==> config.mk <==
export PLATFORM = sky130hd
export DESIGN_NAME = audio_mix_seq
export DESIGN_NICKNAME = d
export VERILOG_FILES = /design/src/rtl/audio_mix_seq.sv
export SDC_FILE = /design/constraint.sdc
export NUM_CORES = 1
export LEC_CHECK = 0
export CORE_ASPECT_RATIO = 0.8
export CORE_UTILIZATION = 49
export CTS_BUF_LIST = sky130_fd_sc_hd__clkbuf_4 sky130_fd_sc_hd__clkbuf_8
export CTS_CLUSTER_DIAMETER = 80
export DETAILED_ROUTE_END_ITERATION = 16
export PLACE_DENSITY = 0.88
export SETUP_SLACK_MARGIN = 0.02
export SLEW_MARGIN = 20
export SYNTH_ARGS = -nofsm -noshare
export SYNTH_HDL_FRONTEND = slang
export SYNTH_SLANG_ARGS = --single-unit
==> constraint.sdc <==
create_clock -name clk_sys -period 3.8 [get_ports clk_sys]
set_input_delay 0.38 -clock clk_sys [delete_from_list [all_inputs] [get_ports clk_sys]]
set_output_delay 0.38 -clock clk_sys [all_outputs]
set_load 0.02 [all_outputs]
==> src/rtl/audio_mix_seq.sv <==
// Time-multiplexed stereo mixer: snapshots all sound sources on sample_stb, accumulates them in
// eight single-cycle steps, saturates to 16 bits. Optional attenuation stage: AUDIO_MIX_VOL_EN.
module audio_mix_seq #(
    parameter int ACC_W     = 20,
    parameter int PSG_SHIFT = 6
) (
    input  logic               clk_sys,
    input  logic               reset,
    input  logic               sample_stb,
    input  logic signed [15:0] opll_i,
    input  logic signed [15:0] opl3_l_i,
    input  logic signed [15:0] opl3_r_i,
    input  logic signed [14:0] scc1_l_i,
    input  logic signed [14:0] scc1_r_i,
    input  logic signed [14:0] scc2_l_i,
    input  logic signed [14:0] scc2_r_i,
    input  logic        [8:0]  psg_i,
    input  logic signed [7:0]  pcm_i,
    input  logic               tape_i,
    input  logic        [6:0]  mute_mask,
    input  logic        [2:0]  vol_i,
    input  logic               clip_clr,
    output logic signed [15:0] out_l,
    output logic signed [15:0] out_r,
    output logic               out_valid,
    output logic               busy,
    output logic               clip_l,
    output logic               clip_r,
    output logic               stb_drop
);

    if (ACC_W < 19) begin : g_acc_w_check
        $error("audio_mix_seq: ACC_W must be >= 19");
    end

    localparam logic [1:0] ST_IDLE = 2'd0;
    localparam logic [1:0] ST_ACC  = 2'd1;
    localparam logic [1:0] ST_SAT  = 2'd2;
`ifdef AUDIO_MIX_VOL_EN
    localparam logic [1:0] ST_VOL  = 2'd3;
`endif

    localparam logic signed [ACC_W-1:0] SAT_MAX = ACC_W'(32'sd32767);
    localparam logic signed [ACC_W-1:0] SAT_MIN = ACC_W'(-32'sd32768);

    logic [1:0]               state;
    logic [2:0]               idx;
    logic signed [ACC_W-1:0]  acc_l, acc_r;

    logic signed [15:0] opll_h, opl3_l_h, opl3_r_h;
    logic signed [14:0] scc1_l_h, scc1_r_h, scc2_l_h, scc2_r_h;
    logic        [8:0]  psg_h;
    logic signed [7:0]  pcm_h;
    logic               tape_h;
    logic        [6:0]  mute_h;

    logic signed [ACC_W-1:0] term_l, term_r;
    logic signed [15:0]      pcm_w;
    logic        [7:0]       mute_x;
    logic signed [15:0]      sat_l, sat_r;
    logic                    ovf_l, ovf_r;
    logic                    stb_accept;

    assign busy       = (state != ST_IDLE);
    assign stb_accept = (state == ST_IDLE) && sample_stb;

    // NOTE: snapshot registers carry pure datapath values that are only read after a strobe has
    // loaded them, so they are deliberately left out of the reset network.
    always_ff @(posedge clk_sys) begin
        if (stb_accept) begin
            opll_h   <= opll_i;
            opl3_l_h <= opl3_l_i;
            opl3_r_h <= opl3_r_i;
            scc1_l_h <= scc1_l_i;
            scc1_r_h <= scc1_r_i;
            scc2_l_h <= scc2_l_i;
            scc2_r_h <= scc2_r_i;
            psg_h    <= psg_i;
            pcm_h    <= pcm_i;
            tape_h   <= tape_i;
            mute_h   <= mute_mask;
        end
    end

    // NOTE: every combinational output gets a default before the case so no latch is inferred.
    always_comb begin
        term_l = '0;
        term_r = '0;
        pcm_w  = {pcm_h, pcm_h};
        mute_x = {1'b0, mute_h};
        case (idx)
            3'd0: begin term_l = ACC_W'(opll_h);   term_r = ACC_W'(opll_h);   end
            3'd1: begin term_l = ACC_W'(opl3_l_h); term_r = ACC_W'(opl3_r_h); end
            3'd2: begin term_l = ACC_W'(scc1_l_h); term_r = ACC_W'(scc1_r_h); end
            3'd3: begin term_l = ACC_W'(scc2_l_h); term_r = ACC_W'(scc2_r_h); end
            3'd4: begin
                term_l = ACC_W'(psg_h) << PSG_SHIFT;
                term_r = ACC_W'(psg_h) << PSG_SHIFT;
            end
            3'd5: begin term_l = ACC_W'(pcm_w); term_r = ACC_W'(pcm_w); end
            3'd6: begin
                term_l = ACC_W'({tape_h, 7'b0});
                term_r = ACC_W'({tape_h, 7'b0});
            end
            default: ;
        endcase
        if (mute_x[idx]) begin
            term_l = '0;
            term_r = '0;
        end
    end

    always_comb begin
        sat_l = acc_l[15:0];
        ovf_l = 1'b0;
        if (acc_l > SAT_MAX) begin
            sat_l = 16'sh7FFF;
            ovf_l = 1'b1;
        end else if (acc_l < SAT_MIN) begin
            sat_l = -16'sh8000;
            ovf_l = 1'b1;
        end
        sat_r = acc_r[15:0];
        ovf_r = 1'b0;
        if (acc_r > SAT_MAX) begin
            sat_r = 16'sh7FFF;
            ovf_r = 1'b1;
        end else if (acc_r < SAT_MIN) begin
            sat_r = -16'sh8000;
            ovf_r = 1'b1;
        end
    end

`ifdef AUDIO_MIX_VOL_EN
    logic        [2:0]  vol_h;
    logic signed [15:0] sat_l_q, sat_r_q;
`else
    logic unused_vol;
    assign unused_vol = ^vol_i;
`endif

    // NOTE: sequential state uses non-blocking assignments so every register samples pre-edge values.
    always_ff @(posedge clk_sys or posedge reset) begin
        if (reset) begin
            state     <= ST_IDLE;
            idx       <= '0;
            acc_l     <= '0;
            acc_r     <= '0;
            out_l     <= '0;
            out_r     <= '0;
            out_valid <= 1'b0;
            clip_l    <= 1'b0;
            clip_r    <= 1'b0;
            stb_drop  <= 1'b0;
`ifdef AUDIO_MIX_VOL_EN
            vol_h     <= '0;
            sat_l_q   <= '0;
            sat_r_q   <= '0;
`endif
        end else begin
            out_valid <= 1'b0;
            // Sets win over a simultaneous clear.
            clip_l   <= ((state == ST_SAT) && ovf_l) || (clip_l && !clip_clr);
            clip_r   <= ((state == ST_SAT) && ovf_r) || (clip_r && !clip_clr);
            stb_drop <= (sample_stb && busy) || (stb_drop && !clip_clr);
            case (state)
                ST_IDLE: begin
                    if (sample_stb) begin
                        acc_l <= '0;
                        acc_r <= '0;
                        idx   <= '0;
                        state <= ST_ACC;
`ifdef AUDIO_MIX_VOL_EN
                        vol_h <= vol_i;
`endif
                    end
                end
                ST_ACC: begin
                    acc_l <= acc_l + term_l;
                    acc_r <= acc_r + term_r;
                    idx   <= idx + 3'd1;
                    if (idx == 3'd7) state <= ST_SAT;
                end
                ST_SAT: begin
`ifdef AUDIO_MIX_VOL_EN
                    sat_l_q <= sat_l;
                    sat_r_q <= sat_r;
                    state   <= ST_VOL;
`else
                    out_l     <= sat_l;
                    out_r     <= sat_r;
                    out_valid <= 1'b1;
                    state     <= ST_IDLE;
`endif
                end
`ifdef AUDIO_MIX_VOL_EN
                ST_VOL: begin
                    out_l     <= sat_l_q >>> vol_h;
                    out_r     <= sat_r_q >>> vol_h;
                    out_valid <= 1'b1;
                    state     <= ST_IDLE;
                end
`endif
                default: state <= ST_IDLE;
            endcase
        end
    end

endmodule
==> results of run 1 <==
==> stage by stage <==
stage	hold slack (ps)	TNS (ps)	utilization, %	std cells	cell area (um2)
4_1_cts	371	0	66.4	1308	12800
3_5_place_dp	470	-27.8	62.5	1243	12100
6_report	361	-83.2	67.4	1317	13000
2_1_floorplan	472	0	-	815	9820
3_3_place_gp	461	0	62.5	1243	12100
5_1_grt	386	-558	67.4	1317	13000
==> metal layers <==
layer  up-vias  global-route usage, %  share of wire, %
met5         -                      0                 0
met4         0                   10.2               3.2
met3        76                   6.06                11
met2       520                   38.3                44
met1      3704                   37.1                43
li1       3558                      -                 -
==> cells in the mapped netlist, drive strengths merged (8+ instances only) <==
| cell | count | area share [%] |
|---|---|---|
| nor2 | 16 | 0.61 |
| nand2 | 90 | 3.4 |
| a211oi | 8 | 0.66 |
| xor2 | 16 | 1.4 |
| a21oi | 71 | 3.6 |
| mux2 | 10 | 1.1 |
| a21o | 13 | 1.0 |
| edfxtp | 133 | 41 |
| a222oi | 28 | 2.9 |
| xnor2 | 14 | 1.3 |
| inv | 19 | 0.73 |
| clkbuf | 38 | 1.5 |
| o21ai | 124 | 6.3 |
| and3 | 9 | 0.57 |
| nand4 | 9 | 0.57 |
| a31oi | 8 | 0.57 |
| ha | 44 | 5.6 |
| o21bai | 8 | 0.61 |
| dfrtp | 81 | 21 |
==> path summary, 6_finish.rpt <==
| kind | end | start | slack, ps | depth (start not counted) |
|---|---|---|---|---|
| worst max-delay path | acc_r[16] | idx[0] | -50 | 14 |
| worst min-delay path | out_l[5] | reset | 360 | 2 |
| worst max register to register | acc_r[16] | idx[0] | -50 | 14 |
| worst min register to register | out_l[9] | out_l[9] | 480 | 2 |
| max in group asynchronous | idx[0] | reset | 2710 | 3 |
| min in group clk_sys | opll_h[7] | opll_i[7] | 390 | 1 |
==> layout make-up <==
type	count	area (um2)	share of cell area, %
timing repair buffer	225	2180	16.7
clock buffer	49	593	4.55
clock inverter	13	123	0.941
sequential	214	6020	46.3
tap	258	323	2.48
multi-input combinational	539	3710	28.5
inverter	19	73.8	0.567
==> state kept, by name, summed over array words and instances, names as in the netlist, 2 cells and up <==
register  count
scc1_l_h     15
mute_h        7
psg_h         9
opl3_l_h     16
state         2
scc2_r_h     15
scc1_r_h     15
out_l        16
opl3_r_h     16
idx           3
acc_l        20
opll_h       16
out_r        16
pcm_h         8
acc_r        20
scc2_l_h     15
==> where the power goes <==
group	leakage [nW]	switching (mW)	total, mW	internal, mW
logic	2.45	3.46	6.06	2.60
clock network	0.383	0.925	2.08	1.16
registers	2.24	0.460	3.55	3.09
==> worst reg2reg max path: cells and delay by family (launching register included) <==
kind / cells / cell delay [ps]
AND/OR/NAND/NOR: 2 / 320
adder cells (fa/ha/maj): 3 / 860
buffers and inverters: 1 / 70
XOR/XNOR: 1 / 170
AO/OA/AOI/OAI: 7 / 1830
flip-flops: 1 / 460
==> what timing repair did <==
action,in CTS,in global routing
pin swaps,5,20
endpoints found under the setup margin,8,15
gates resized for setup,5,38
buffers inserted,3,9
==> cell families after synthesis <==
| group | count (synthesis) | share of synthesized area [%] |
|---|---|---|
| AOI/OAI and AO/OA | 300 | 19.2 |
| DFF | 214 | 61.4 |
| and+or+nand+nor | 151 | 6.81 |
| buffers and inverters | 62 | 2.41 |
| adders and majority gates | 46 | 6.02 |
| xor gates and xnor gates | 30 | 2.68 |
| muxes | 12 | 1.48 |
==> summary.txt, run 1 <==
Synth
  • Gate count of the mapped netlist: 815
  • Synth async-reset ratio: 37.9%
  • Syn_nets: 1001
  • Primary FF master, synth: sky130_fd_sc_hd__edfxtp_1
  • Synthesized area per cell: 12.0 um2
  • Flop and latch count out of synthesis: 214
  • Sequential cell area fraction in the yosys report: 61.4%
  • Netlist Area Pre-Place: 9810 um2
  • Count of unique library cells instantiated by Yosys: 55
  • Number of flops mapped to enable cells by yosys: 133
  • Synthesis warning total: 0

Power and ir drop
  • Leak pwr: 5.07 nW
  • Pwr dens: 898 nW/um2
  • Total chip power: 11.7 mW
  • IR Drop Worst-Case VDD: 0.415 mV

Die
  • Area of the die: 20600 um2
  • Initial cell density of the core: 50.8%
  • Y dimension of the die: 129 um
  • Core ar.: 19300 um2
  • FP Rows: 45
  • Top-level I/O count: 177
  • Die extent in x: 160 um

Layout
  • Antenna cell count: 0
  • Fillcell total: 1300
  • Most common cell after layout, fill and taps aside: sky130_fd_sc_hd__clkdlybuf4s50_1
  • Final nets: 1220
  • Commonest non-fill, non-tap cells in the layout: 173 x sky130_fd_sc_hd__clkdlybuf4s50_1, 133 x sky130_fd_sc_hd__edfxtp_1, 115 x sky130_fd_sc_hd__o21ai_0
  • Fraction of final layout cells sized beyond drive strength 1: 15.9%
  • Synthesis-to-layout area growth: 32.8%

Clocking
  • CTS clock-pin slew for the worst setup and hold paths: 70 ps
  • Post-CTS Hold Fix Bufs: 0
  • Master cell of the clock root buffer: sky130_fd_sc_hd__clkbuf_8
  • Clock tree from TritonCTS: done
  • # H-tree levels: 2
  • Number of buffers created by CTS: 35
  • Count of clock tree sinks: 214
  • Clk_lat worst skew: 540 ps
  • Clock tree buffer depth: 3

Setup path
  • Slowest cell on crit path: sky130_fd_sc_hd__a221o_2
  • Launching element type of the critical path: flip-flop
  • Required time reported for the critical path endpoint: 4210 ps
  • Startpoint-to-endpoint class of the critical path: reg2reg
  • Number of buffer and inverter instances along the worst setup path: 1
  • Cell with the most instances on the worst path: sky130_fd_sc_hd__a21oi_2
  • Cells traversed along the worst timing path: inv_2 > ha_1 > nor2b_2 > a21oi_2 > a21oi_2 > ha_2 > fa_2 > a211o_1 > a211oi_2 > nor2_1 > a221o_2 > a311oi_2 > xor2_1 > o21ai_1
  • Critical-path maximum fanout: 7
  • Largest delay contributor family on the critical path: compound AO/OA/AOI/OAI gates
  • Longest individual stage delay on the worst path: 470 ps
  • Endpoint type of the worst setup path: flip-flop
  • Worst endpoint data arrival time: 4260 ps

Global routing
  • Maximum number of pins on one net before global-route repair: 67
  • First-pass GRT wire length: 40.8 mm
  • Overflow after GRT: 0
  • Initial antenna violation count: 0
  • Total routing resource utilization after global routing: 25.9%
  • Vias in the first global route: 7558

STA
  • Slew @ Worst Pin: 994 ps
  • Part of the cycle the worst path needs: 101%
  • Final worst slack: -49.9 ps
  • Final Hold Viols: 0
  • Worst Clk Skew: 25.7 ps
  • Highest clock rate: 0.260 GHz
  • Pins over their slew limit: 0
  • Final count of negative-setup-slack endpoints: 2
  • Relative slew margins: 33.7%
  • Setup repair after global routing missed its margin: true
  • Min Tclk post-route: 3850 ps

Drt
  • Antenna-violating nets left: 0
  • Count of vias placed by the detailed router: 7858
  • Routed wire length: 27.0 mm
  • Violation count after the first detailed-routing iteration: 929
  • DR WL/cell: 20.5 um
  • DR vias/cell: 5.97
  • Final routed DRC violation total: 0
  • TritonRoute pass-1 iters: 8

Min path
  • Worst min-delay path category: in2async

Flow run
  • Max-cap violations: 0

Placed design
  • Post-DP HPWL: 18.7 mm
  • Worst-case setup slack after placement: -27.8 ps
  • Routability-driven placement congestion ratio: 0.931
  • Port bufs: 173

Status
  • Failing checks: negative setup slack
  • Result of the run: finished, violations left
No activity file was read; power rests on OpenSTA's default activity.
==> run 2, diff against run 1 <==
--- a/config.mk
+++ b/config.mk
@@ -12,7 +12,6 @@
 export DETAILED_ROUTE_END_ITERATION = 16
 export PLACE_DENSITY = 0.88
 export SETUP_SLACK_MARGIN = 0.02
-export SLEW_MARGIN = 20
 export SYNTH_ARGS = -nofsm -noshare
 export SYNTH_HDL_FRONTEND = slang
 export SYNTH_SLANG_ARGS = --single-unit
==> results of run 2 <==
Same layout as run 1: the final DEF is identical, and so are final timing and power.
